<file path="config.mk">
export PLATFORM = sky130hd
export DESIGN_NAME = fetch_unit
export DESIGN_NICKNAME = d
export VERILOG_FILES = /design/src/rtl/fetch_unit.sv
export SDC_FILE = /design/constraint.sdc
export NUM_CORES = 1
export LEC_CHECK = 0
export BUFFER_PORTS_ARGS = -buffer_cell sky130_fd_sc_hd__buf_2
export CORE_MARGIN = 1.5
export CORE_UTILIZATION = 40
export DETAILED_ROUTE_END_ITERATION = 10
export PLACE_DENSITY = 0.75
export SLEW_MARGIN = 20
export SYNTH_ARGS = -nofsm -noshare
export SYNTH_HDL_FRONTEND = slang
export SYNTH_SLANG_ARGS = --single-unit
</file>
<file path="constraint.sdc">
create_clock -name clk -period 1.9 [get_ports clk]
set_input_delay 0.285 -clock clk [delete_from_list [all_inputs] [get_ports clk]]
set_output_delay 0.285 -clock clk [all_outputs]
set_load 0.1 [all_outputs]
</file>
<file path="src/rtl/fetch_unit.sv">
// Instruction-fetch stage: owns the PC, drives the instruction memory address/enable
// and captures the returned word into the IF/ID register with its PC and PC+1.
module fetch_unit #(
  parameter int          MEM_DEPTH = 32,
  parameter logic [31:0] RESET_PC  = 32'h0000_0000,
  parameter logic [31:0] HALT_WORD = 32'hFFFF_FFFF
) (
  input  logic        clk,
  input  logic        rst,
  output logic [31:0] pc_address,
  output logic        imem_enable,
  input  logic [31:0] instruction_set,
  input  logic        stall,
  input  logic        branch_valid,
  input  logic [31:0] branch_target,
  output logic        if_valid,
  output logic [31:0] if_instruction,
  output logic [31:0] if_pc,
  output logic [31:0] if_pc_plus1,
  output logic        halted,
  output logic [31:0] fetch_count
);

  localparam int AW = $clog2(MEM_DEPTH);

  typedef enum logic [1:0] {BOOT, RUN, HALT} state_t;

  // Keep only the in-range address bits so every PC stays inside the memory.
  function automatic logic [31:0] wrap_addr(input logic [31:0] a);
    logic [31:0] r;
    r         = '0;
    r[AW-1:0] = a[AW-1:0];
    return r;
  endfunction

  function automatic logic [31:0] sat_inc(input logic [31:0] c);
    return (c == 32'hFFFF_FFFF) ? c : c + 32'd1;
  endfunction

  state_t      state, state_nxt;
  logic [31:0] pc_p0, pc_nxt;
  logic        vld_p1, vld_nxt;
  logic [31:0] ins_p1, ins_nxt;
  logic [31:0] ipc_p1, ipc_nxt;
  logic [31:0] ipc1_p1, ipc1_nxt;
  logic [31:0] cnt_p1, cnt_nxt;
  logic [31:0] pc_inc;

  assign pc_inc = wrap_addr(pc_p0 + 32'd1);

  // Branch beats stall beats advance; a branch also bubbles a stalled decoder.
  always_comb begin
    state_nxt = state;
    pc_nxt    = pc_p0;
    vld_nxt   = vld_p1;
    ins_nxt   = ins_p1;
    ipc_nxt   = ipc_p1;
    ipc1_nxt  = ipc1_p1;
    cnt_nxt   = cnt_p1;
    if (branch_valid) begin
      pc_nxt    = wrap_addr(branch_target);
      vld_nxt   = 1'b0;
      state_nxt = RUN;
    end else begin
      case (state)
        BOOT: state_nxt = RUN;
        RUN: begin
          if (!stall) begin
            ins_nxt  = instruction_set;
            ipc_nxt  = pc_p0;
            ipc1_nxt = pc_inc;
            vld_nxt  = 1'b1;
            cnt_nxt  = sat_inc(cnt_p1);
            if (instruction_set == HALT_WORD) begin
              state_nxt = HALT;
            end else begin
              pc_nxt = pc_inc;
            end
          end
        end
        HALT: begin
          if (!stall) vld_nxt = 1'b0;
        end
        default: state_nxt = BOOT;
      endcase
    end
  end

  // p0: program counter and fetch state
  always_ff @(posedge clk or negedge rst) begin
    if (!rst) begin
      state <= BOOT;
      pc_p0 <= wrap_addr(RESET_PC);
    end else begin
      state <= state_nxt;
      pc_p0 <= pc_nxt;
    end
  end

  // p1: IF/ID register
  always_ff @(posedge clk or negedge rst) begin
    if (!rst) begin
      vld_p1  <= 1'b0;
      ins_p1  <= '0;
      ipc_p1  <= '0;
      ipc1_p1 <= '0;
      cnt_p1  <= '0;
    end else begin
      vld_p1  <= vld_nxt;
      ins_p1  <= ins_nxt;
      ipc_p1  <= ipc_nxt;
      ipc1_p1 <= ipc1_nxt;
      cnt_p1  <= cnt_nxt;
    end
  end

  assign pc_address     = pc_p0;
  assign imem_enable    = (state == RUN);
  assign halted         = (state == HALT);
  assign if_valid       = vld_p1;
  assign if_instruction = ins_p1;
  assign if_pc          = ipc_p1;
  assign if_pc_plus1    = ipc1_p1;
  assign fetch_count    = cnt_p1;

endmodule

</file>
# Word-level counts from Yosys, hierarchy flattened
# Cells that the tools add are included.
# word_totals
regBits,136
wordCells,42
in_bits,68
# classes
mux,12
n_eq_ne,10
addsub,2
n_bitwise,3
n_reduce_logical,8
# op_table
cell,n
$mux 32,4
$eq 32x32->1 const B,2
$add 32x1->32 const B,1
$reduce_and 3->1,4
$mux 2,3
$pmux 2 s3,1
$add 5x1->5 const B,1
$ne 2x2->1 const B,2
$reduce_and 4->1,1
$mux 1,3
$ne 3x1->1 const B,1
$ne 3x2->1 const B,1
$ne 3x3->1 const B,1
$not 1->1,3
$reduce_bool 3->1,1
$eq 2x1->1 const B,1
$eq 2x2->1 const B,1
$logic_not 2->1,1
$ne 2x1->1 const B,1
$pmux 1 s2,1
$reduce_bool 2->1,1

# Longest topological paths before layout
# Gate-level depths: netlist of the first run.
# logic_depth
ltp_word,5
depth_mapped,7
ltp_nobuf,6

# Worst setup path after synthesis of the first run
# OpenSTA, ideal clock, no wires.
# synth_path
kind,reg-to-reg
start,register state[1]
end,register pc_p0[1] (netlist: pc_address[1])
path_slack_ns,-1.135
arrival_time_ns,2.910
setup_ns,0.125
n_path_buf,0
required_ns,1.775
path_stages_with_launch,6
cell_sequence,dfrtp_1 nor2b_1 nand2b_1 a21oi_1 mux2_1 mux2_2
# synth_between
elab_chain_cells,3
# synth_lines
element,line,rtl
from (decl),40,"state_t state, state_nxt;"
from (signal assigned),95,state <= state_nxt;
$eq 2x1->1,-,
named net imem_enable,11,"output logic imem_enable,"
$reduce_bool 2->1 (no source line),-,
$reduce_and 3->1 (no source line),-,
to (signal assigned),93,pc_p0 <= wrap_addr(RESET_PC);
to (signal assigned),96,pc_p0 <= pc_nxt;
to (decl),41,"logic [31:0] pc_p0, pc_nxt;"
# The timed path passes the listed nets, and every way through them passes these cells.
# A chain may end at the register's enable or synchronous reset.

# Final worst setup path of the first run
# layout_path
start,register cnt_p1[0] (netlist: fetch_count[0])
end,register cnt_p1[1] (netlist: fetch_count[1])
# layout_between
elab_chain_cells,3
elab_cells_between_ends,4
# layout_lines
element,line,rtl
from (decl),46,"logic [31:0] cnt_p1, cnt_nxt;"
from (signal assigned),113,cnt_p1 <= cnt_nxt;
"parallel branches: the longest is 3 deep, another holds $add 32x1->32",-,
# Several ways; the timed one is not identified.

==> results of run 1 <==
==> placed cells by master (no fill, tap or decap), types with 5 or more instances in the layout <==
cell type,Yosys,final
sky130_fd_sc_hd__and4_1,5,5
sky130_fd_sc_hd__buf_2,4,121
sky130_fd_sc_hd__buf_4,81,18
sky130_fd_sc_hd__clkbuf_8,0,9
sky130_fd_sc_hd__conb_1,1,81
sky130_fd_sc_hd__dfrtp_1,82,49
sky130_fd_sc_hd__dfrtp_2,0,12
sky130_fd_sc_hd__dfrtp_4,0,21
sky130_fd_sc_hd__nand2_1,133,133
sky130_fd_sc_hd__nand3_1,17,17
sky130_fd_sc_hd__nand4_1,22,22
sky130_fd_sc_hd__nor2_1,9,7
sky130_fd_sc_hd__o21ai_0,11,11
sky130_fd_sc_hd__xnor2_1,31,31
sky130_fd_sc_hd__xor2_1,6,6
==> stage by stage <==
step	utilization [%]	area (sq um)
after global placement	47.8	4930
after CTS	49.8	5140
final	50.2	5180
after global routing	50.2	5180
after detailed placement	47.8	4930
after floorplan	-	4690
==> worst max-delay path, cell delays in order, from the launching register on <==
cell and delay [ns]:
sky130_fd_sc_hd__dfrtp_4 0.52, sky130_fd_sc_hd__ha_4 0.18, sky130_fd_sc_hd__nand4_1 0.15, sky130_fd_sc_hd__nor3_4 0.08, sky130_fd_sc_hd__a31oi_2 0.32, sky130_fd_sc_hd__buf_6 0.21
sky130_fd_sc_hd__mux2_1 0.32
==> final cells by class <==
class,count,area share (%)
clock buffers,9,2.39
clock inverters,7,1.35
inverters,1,0.0724
multi-input cells,353,36.4
flip-flops and latches,82,41.4
well taps,136,3.28
repair buffers,142,15.1
==> worst min-delay path by stage <==
stage,start,slack (ns),depth (start not counted),end
after floorplan,rst,-0.01,0,fetch_count[17]
after global placement,rst,0.29,1,fetch_count[19]
after detailed placement,rst,0.31,1,fetch_count[19]
after CTS,instruction_set[28],0.11,3,if_instruction[28]
after global routing,instruction_set[26],0.13,3,if_instruction[26]
final,instruction_set[18],0.14,3,if_instruction[18]
==> repair_timing <==
item / in CTS / in global routing
buffers inserted: 0 / 5
hold buffers: 1 / 0
resized for setup: 2 / 0
hold endpoints to repair: 39 / 0
setup endpoints to repair: 1 / 18
pin swaps: 0 / 2
cloned: 0 / 0
==> kinds of logic (layout without fill, tap and decap cells) <==
kind of cell	after synthesis	count (layout)	synth area share, %
buffers and inverters	95	159	15.6
DFF	82	82	48.1
and+or+nand+nor	209	209	23.9
muxes	4	4	1.06
other	1	81	0.0879
xor gates and xnor gates	37	37	7.60
adders and majority gates	2	2	0.587
AOI/OAI and AO/OA	20	20	3.08
==> per-layer routing <==
layer,vias up,routed length (microns)
met2,147,4580
met3,11,657
met5,-,0
met1,1549,4070
met4,0,97
li1,1592,-
==> registers in the layout (all words and copies together), names as in the netlist <==
signal          flops
fetch_count        32
if_instruction     32
if_pc               5
if_pc_plus1         5
pc_address          5
state               2
if_valid            1
==> power breakdown <==
group          internal, W  leakage, nW  switching [W]
Combinational     0.000391         1.62        0.00256
Sequential         0.00198        0.996       0.000188
Clock             0.000605       0.0990       0.000653
==> out/metrics.yaml, run 1 <==
synth:
  synth-edff-count: 0
  yosysTopAreaCell: "sky130_fd_sc_hd__dfrtp_1"
  postSynthAreaPerCell_sq_um: 9.48
  syn_inst: 450
  post-synth-top-count-cell: "sky130_fd_sc_hd__nand2_1"
  post_synth_most_frequent_cells: "sky130_fd_sc_hd__nand2_1 (133), sky130_fd_sc_hd__dfrtp_1 (82), sky130_fd_sc_hd__buf_4 (81), sky130_fd_sc_hd__xnor2_1 (31), sky130_fd_sc_hd__nand4_1 (22)"
  synth_sequential_area_ratio_pct: 48.1
  synth.yosys.warnings: 0
  ys.flop_type: "sky130_fd_sc_hd__dfrtp_1"
  post_synth_main_area_contributors: "sky130_fd_sc_hd__dfrtp_1 (48%), sky130_fd_sc_hd__buf_4 (14%), sky130_fd_sc_hd__nand2_1 (12%), sky130_fd_sc_hd__xnor2_1 (6.4%), sky130_fd_sc_hd__nand4_1 (3.2%)"
  synth.top_cell.area_share_pct: 48.1
  synth.cell_area_sq_mm: 0.00426
  async_flop_share_pct: 100
  postSynthRegisterBits: 82
  yosys.cell_types.count: 37
final_layout:
  layout_cell_share_with_drive_strength_beyond_1_pct: 34.8
  final.fill_count: 966
  insertedDiodeCount: 0
  multiInputGateArea_sq_mm: 0.00189
  area.growth.synth_to_final_pct: 21.5
  final_nets: 659
  register_area_sq_mm: 0.00215
  stdcell_count: 730
die:
  placeableCoreArea_sq_mm: 0.0103
  die_area_sq_mm: 0.0113
  rows: 37
  die_x_microns: 106
  die_y_microns: 106
  start_util_pct: 41.3
  io_pins: 231
power_and_ir_drop:
  fin_total_pwr_w: 0.00637
  p_leak_nw: 2.71
  power_per_cell_area_mw_per_mm2: 1230
  max-vdd-ir-drop_mv: 0.955
route:
  drt-pass1-iter-count: 7
  antenna_viol_nets_final: 0
  avgViaCountPerCell: 4.52
  detail_route.wl_per_cell_microns: 12.9
  drtIter0Drc: 245
  remaining_drc_errors: 0
  wl_mm: 9.40
  vias: 3299
clock_tree:
  cts_buffers: 9
  clock_sink_count: 82
  clock_tree_from_tritoncts: "done"
  clock_latency_ns: 0.35
  cts_max_path_buffers: 2
  clockRootBuffer: "sky130_fd_sc_hd__clkbuf_8"
  h_tree_levels: 3
  clk_pin_slew_ns: 0.09
sta:
  max-slew-margin-rel_pct: 64.0
  skew_ns: 0.00600
  period_minus_slack_ns: 1.89
  worst_pin_slew_ns: 0.539
  final-max-slew-violation-count: 0
  worst_slack_ns: 0.00707
  hold_slack_ns: 0.140
  hold_viol: 0
  timing.fmax_ghz: 0.528
  setup_tns_ns: 0
  post-route-period-util_pct: 99.6
  report.final.setup_viol: 0
  setup_repair_after_global_routing_missed_its_margin: "true"
placement:
  numPlacedInstances: 708
  dp_hpwl_mm: 6.98
  placement.setup.worst_slack_ns: -0.0487
  place.port_buffers: 122
  place.gp.congestion: 0.826
setup_path:
  rr_worst_depth: 6
  flop2flop_setup_slack_ns: 0.007
  worst_setup_path_end_kind: "flop"
  timing.setup.critical_path_class: "flop to flop"
  rr_startpoint: "fetch_count[0]"
  timing.critical_path.arrival_ns: 2.13
  worst-path-max-fanout: 13
  worst-endpoint-required_ns: 2.14
  worstSetupStartpoint: "fetch_count[0]"
  timing.critical_path.to: "fetch_count[1]"
  rr_endpoint: "fetch_count[1]"
  timing.critical_path.from_type: "flop"
hold_path:
  worstHoldPathType: "input port to flop"
grt:
  grt-busiest-layer: "met2"
  grt.met2_usage_pct: 27.1
  first_global_vias: 2969
  antenna_found_initial: 0
  grt.overflow.total: 0
  grt_use_met1_pct: 22.0
  grt_use_total_pct: 16.8
  grt_max_degree: 47
  wire_length_of_the_first_global_routing_pass_mm: 14.8
  gr-usage-met3_pct: 3.25
job:
  max-cap-violations: 0
status:
  outcome: "completed"
Power figures use the tool's default switching activity.
==> run 2, diff against run 1 <==
- RECOVER_POWER: default -> 25
==> run 2 against run 1 <==
Clock skew down 0.00051 ns. Register-to-register slack is essentially flat. Clock power about the same. Die area is the same. Cell area down 0.29%. Combinational power hardly changed. Core utilization down 0.15 points. Largest cell class unchanged.
==> out/metrics.yaml, run 2 (synthesis gave the netlist of run 1 again) <==
status:
  outcome: "completed"
final_layout:
  mostFrequentLayoutCell: "sky130_fd_sc_hd__nand2_1"
  final_nets: 659
  final.fill_count: 970
  most-common-layout-cells: "sky130_fd_sc_hd__nand2_1 (133), sky130_fd_sc_hd__buf_2 (121), sky130_fd_sc_hd__conb_1 (81)"
  area.growth.synth_to_final_pct: 21.2
  register_area_sq_mm: 0.00215
  insertedDiodeCount: 0
  final_core_utilization_pct: 50.1
  layout_cell_share_with_drive_strength_beyond_1_pct: 34.7
  stdcell_area_sq_mm: 0.00517
  stdcell_count: 730
  multiInputGateArea_sq_mm: 0.00189
placement:
  dp_hpwl_mm: 6.98
  place.gp.congestion: 0.826
  place.port_buffers: 122
  dpl-instance-area_sq_mm: 0.00493
  placement.setup.worst_slack_ns: -0.0487
  numPlacedInstances: 708
setup_path:
  worst-endpoint-required_ns: 2.14
  timing.setup.critical_path_class: "flop to flop"
  timing.critical_path.from_type: "flop"
  timing.critical_path.arrival_ns: 2.13
  worst_setup_path_end_kind: "flop"
  worst-path-max-fanout: 13
clock_tree:
  cts_buffers: 9
  clock_latency_ns: 0.35
  clock_sink_count: 82
  clock_tree_from_tritoncts: "done"
  clk_pin_slew_ns: 0.09
  clockRootBuffer: "sky130_fd_sc_hd__clkbuf_8"
  h_tree_levels: 3
  cts_max_path_buffers: 2
route:
  antenna_viol_nets_final: 0
  drt-pass1-iter-count: 6
  drtIter0Drc: 247
  remaining_drc_errors: 0
  vias: 3304
  wl_mm: 9.39
  detail_route.wl_per_cell_microns: 12.9
  avgViaCountPerCell: 4.53
die:
  rows: 37
  io_pins: 231
  start_util_pct: 41.3
  placeableCoreArea_sq_mm: 0.0103
  die_area_sq_mm: 0.0113
  die_x_microns: 106
  die_y_microns: 106
sta:
  timing.fmax_ghz: 0.529
  final-max-slew-violation-count: 0
  max-slew-margin-rel_pct: 31.9
  post-route-period-util_pct: 99.6
  worst_slack_ns: 0.00836
  setup_repair_after_global_routing_missed_its_margin: "true"
  hold_viol: 0
  skew_ns: 0.00549
  worst_pin_slew_ns: 1.02
  report.final.setup_viol: 0
  period_minus_slack_ns: 1.89
power_and_ir_drop:
  power_per_cell_area_mw_per_mm2: 1230
  p_leak_nw: 2.70
  max-vdd-ir-drop_mv: 0.955
  fin_total_pwr_w: 0.00637
grt:
  grt_max_degree: 47
  grt.overflow.total: 0
  antenna_found_initial: 0
  wire_length_of_the_first_global_routing_pass_mm: 14.8
  first_global_vias: 2969
  grt_use_total_pct: 16.8
job:
  max-cap-violations: 0
hold_path:
  worstHoldPathType: "input port to flop"
run 2: changes by cell type in the layout (fill, tap and decap cells not counted):
cell,change
sky130_fd_sc_hd__buf_12,-1
sky130_fd_sc_hd__buf_4,-2
sky130_fd_sc_hd__buf_6,+1
sky130_fd_sc_hd__clkbuf_1,+1
sky130_fd_sc_hd__clkbuf_2,+1
run 2: repair_timing:
| item | 4_1_cts | 5_1_grt |
|---|---|---|
| hold buffers | 1 | 0 |
| gates resized for setup | 2 | 0 |
| hold endpoints to repair | 39 | 0 |
| setup endpoints to repair | 1 | 18 |
| buffers inserted | 0 | 5 |
| pin swaps | 0 | 2 |
run 2: critical path: stages (launching register included):
cell                      delay, ns
sky130_fd_sc_hd__dfrtp_4       0.52
sky130_fd_sc_hd__ha_4          0.18
sky130_fd_sc_hd__nand4_1       0.15
sky130_fd_sc_hd__nor3_4        0.08
sky130_fd_sc_hd__a31oi_2       0.32
sky130_fd_sc_hd__buf_6         0.21
sky130_fd_sc_hd__mux2_1        0.32
run 2: path summary, 6_finish.rpt:
check / from / to / slack, ns / depth (start not counted)
max: fetch_count[0] / fetch_count[1] / 0.008 / 6
min: instruction_set[18] / if_instruction[18] / 0.14 / 3
max reg2reg: fetch_count[0] / fetch_count[1] / 0.008 / 6
min reg2reg: if_instruction[16] / if_instruction[16] / 0.47 / 2
max in group asynchronous: rst / if_instruction[7] / 0.32 / 3
min in group asynchronous: rst / fetch_count[21] / 0.64 / 2
run 2: layout make-up:
type / instances / area share [%]
Clock buffer: 9 / 2.40
Clock inverter: 7 / 1.36
Multi-Input combinational cell: 353 / 36.5
Sequential cell: 82 / 41.5
Inverter: 1 / 0.0726
Tap cell: 136 / 3.29
Timing Repair Buffer: 142 / 14.8
run 2: layer usage:
layer / vias to the layer above / global-route usage [%] / part of all wire, %
met5: - / 0 / 0
met4: 0 / 7.24 / 1.1
met3: 11 / 3.25 / 6.7
met2: 139 / 27.1 / 49
met1: 1561 / 22.0 / 43
li1: 1593 / - / -
run 2: per-stage QoR:
stage          hold WS, ns  setup TNS [ns]
2_1_floorplan      -0.0106          -0.532
3_3_place_gp         0.294         -0.0340
3_5_place_dp         0.308         -0.0672
4_1_cts              0.109               0
5_1_grt              0.128          -0.513
6_report             0.140               0
run 2: where the power goes:
| group | internal (W) | switching, W |
|---|---|---|
| clock network | 0.000605 | 0.000654 |
| registers | 0.00198 | 0.000187 |
| logic | 0.000387 | 0.00255 |
==> run 3, diff against run 2 <==
- PLACE_DENSITY: 0.75 -> 0.85
- clock period: 1.9 -> 2.1 ns (I/O delays scaled with it)
==> run 3 against run 2 <==
Combinational power decreased by 12%. Final cell count decreased by 1.2%. Critical path depth decreased by 2. Clock power down 7%. Cell area is 2.3% lower. First-iteration DRC count decreased by 8.9%. Count of clock-buffer cells in the layout increased by 3.
==> out/metrics.yaml, run 3 (synthesis gave the netlist of run 1 again) <==
sta:
  report.final.setup_viol: 0
  max-slew-margin-rel_pct: 38.4
  worst_pin_slew_ns: 0.924
  setup_repair_after_global_routing_missed_its_margin: "false"
  final-max-slew-violation-count: 0
  period_minus_slack_ns: 1.92
  skew_ns: 0.0174
  post-route-period-util_pct: 91.6
  hold_viol: 0
  worst_slack_ns: 0.176
  timing.fmax_ghz: 0.520
power_and_ir_drop:
  power_per_cell_area_mw_per_mm2: 1130
  p_leak_nw: 2.65
  max-vdd-ir-drop_mv: 1.08
placement:
  place.port_buffers: 122
  placement.setup.worst_slack_ns: 0.139
  dp_hpwl_mm: 6.57
  numPlacedInstances: 704
  place.gp.congestion: 0.822
grt:
  grt-busiest-layer: "met2"
  grt.overflow.total: 0
  wire_length_of_the_first_global_routing_pass_mm: 14.2
  grt_use_met1_pct: 19.7
  grt_use_total_pct: 15.9
  grt_max_degree: 47
  antenna_found_initial: 0
  first_global_vias: 2958
  grt.met2_usage_pct: 26.9
  gr-usage-met3_pct: 4.29
route:
  antenna_viol_nets_final: 0
  detail_route.wl_per_cell_microns: 12.3
  drtIter0Drc: 225
  drt-pass1-iter-count: 6
  avgViaCountPerCell: 4.54
  wl_mm: 8.85
  vias: 3275
  remaining_drc_errors: 0
clock_tree:
  clock_latency_ns: 0.34
  cts_buffers: 9
  clock_tree_from_tritoncts: "done"
  cts_max_path_buffers: 2
  clock_sink_count: 82
  postCtsSetupRepairBufs: 0
  clockRootBuffer: "sky130_fd_sc_hd__clkbuf_8"
  h_tree_levels: 3
  clk_pin_slew_ns: 0.09
die:
  io_pins: 231
  die_area_sq_mm: 0.0113
  placeableCoreArea_sq_mm: 0.0103
  die_x_microns: 106
  start_util_pct: 41.3
  die_y_microns: 106
  rows: 37
setup_path:
  worstSetupStartpoint: "state[1]"
  worst-endpoint-required_ns: 1.78
  timing.critical_path.from_type: "flop"
  timing.critical_path.arrival_ns: 1.61
  rr_startpoint: "fetch_count[0]"
  worst-path-max-fanout: 4
  timing.setup.critical_path_class: "flop to primary output"
  worst_setup_path_end_kind: "primary output"
  flop2flop_setup_slack_ns: 0.23
hold_path:
  worstHoldPathType: "input port to flop"
  hp-start: "branch_target[4]"
final_layout:
  final_core_utilization_pct: 48.9
  insertedDiodeCount: 0
  most-common-layout-cells: "sky130_fd_sc_hd__nand2_1 (133), sky130_fd_sc_hd__buf_2 (121), sky130_fd_sc_hd__conb_1 (81)"
  mostFrequentLayoutCell: "sky130_fd_sc_hd__nand2_1"
  layout_cell_share_with_drive_strength_beyond_1_pct: 33.0
  stdcell_count: 721
  final_nets: 650
  area.growth.synth_to_final_pct: 18.5
  final.fill_count: 978
status:
  outcome: "completed"
job:
  max-cap-violations: 0
[run 3: report_power, final]
part	switching, W	total (W)	internal, W
logic	0.00228	0.00258	0.000293
registers	0.000171	0.00194	0.00177
clock network	0.000552	0.00117	0.000616
[run 3: path summary, 6_finish.rpt]
check                           depth (start not counted)           endpoint
max in group asynchronous                               3    fetch_count[10]
worst min register to register                          2  if_instruction[5]
worst max register to register                          7    fetch_count[12]
worst min-delay path                                    3      pc_address[4]
worst max-delay path                                    4             halted
min in group asynchronous                               2     fetch_count[9]
[run 3: cell type report]
class / count / area (sq um) / area share, %
Clock inverter: 4 / 51.3 / 1.02
Tap cell: 136 / 170 / 3.37
Clock buffer: 12 / 155 / 3.07
Multi-Input combinational cell: 353 / 1870 / 37.1
Inverter: 1 / 3.75 / 0.0743
Timing Repair Buffer: 133 / 704 / 13.9
Sequential cell: 82 / 2090 / 41.4
[run 3: worst max-delay path, cell delays in order, from the launching register on]
cell and delay (ns):
sky130_fd_sc_hd__dfrtp_1 0.37, sky130_fd_sc_hd__clkbuf_1 0.22, sky130_fd_sc_hd__inv_1 0.10, sky130_fd_sc_hd__nor2_1 0.14, sky130_fd_sc_hd__buf_2 0.44
[run 3: repair_timing]
item                                    CTS  global route
endpoints found under the setup margin    0             1
hold endpoints to repair                 36             0
resized for setup                         0             1
hold buffers                              1             0
[run 3: metal layers]
layer / share of wire (%) / up-vias
met5: 0 / -
met1: 43 / 1564
li1: - / 1576
met3: 7.6 / 2
met4: 0.41 / 0
met2: 49 / 133
[run 3: metrics by stage]
| stage | hold slack (ns) | power (W) | TNS, ns | cell area (sq um) |
|---|---|---|---|---|
| floorplan | 0.0194 | 0.00428 | -0.0118 | 4610 |
| global placement | 0.309 | 0.00452 | 0 | 4830 |
| detailed placement | 0.315 | 0.00455 | 0 | 4830 |
| CTS | 0.156 | 0.00573 | 0 | 5050 |
| global route | 0.162 | 0.00593 | 0 | 5050 |
| finish | 0.171 | 0.00568 | 0 | 5050 |
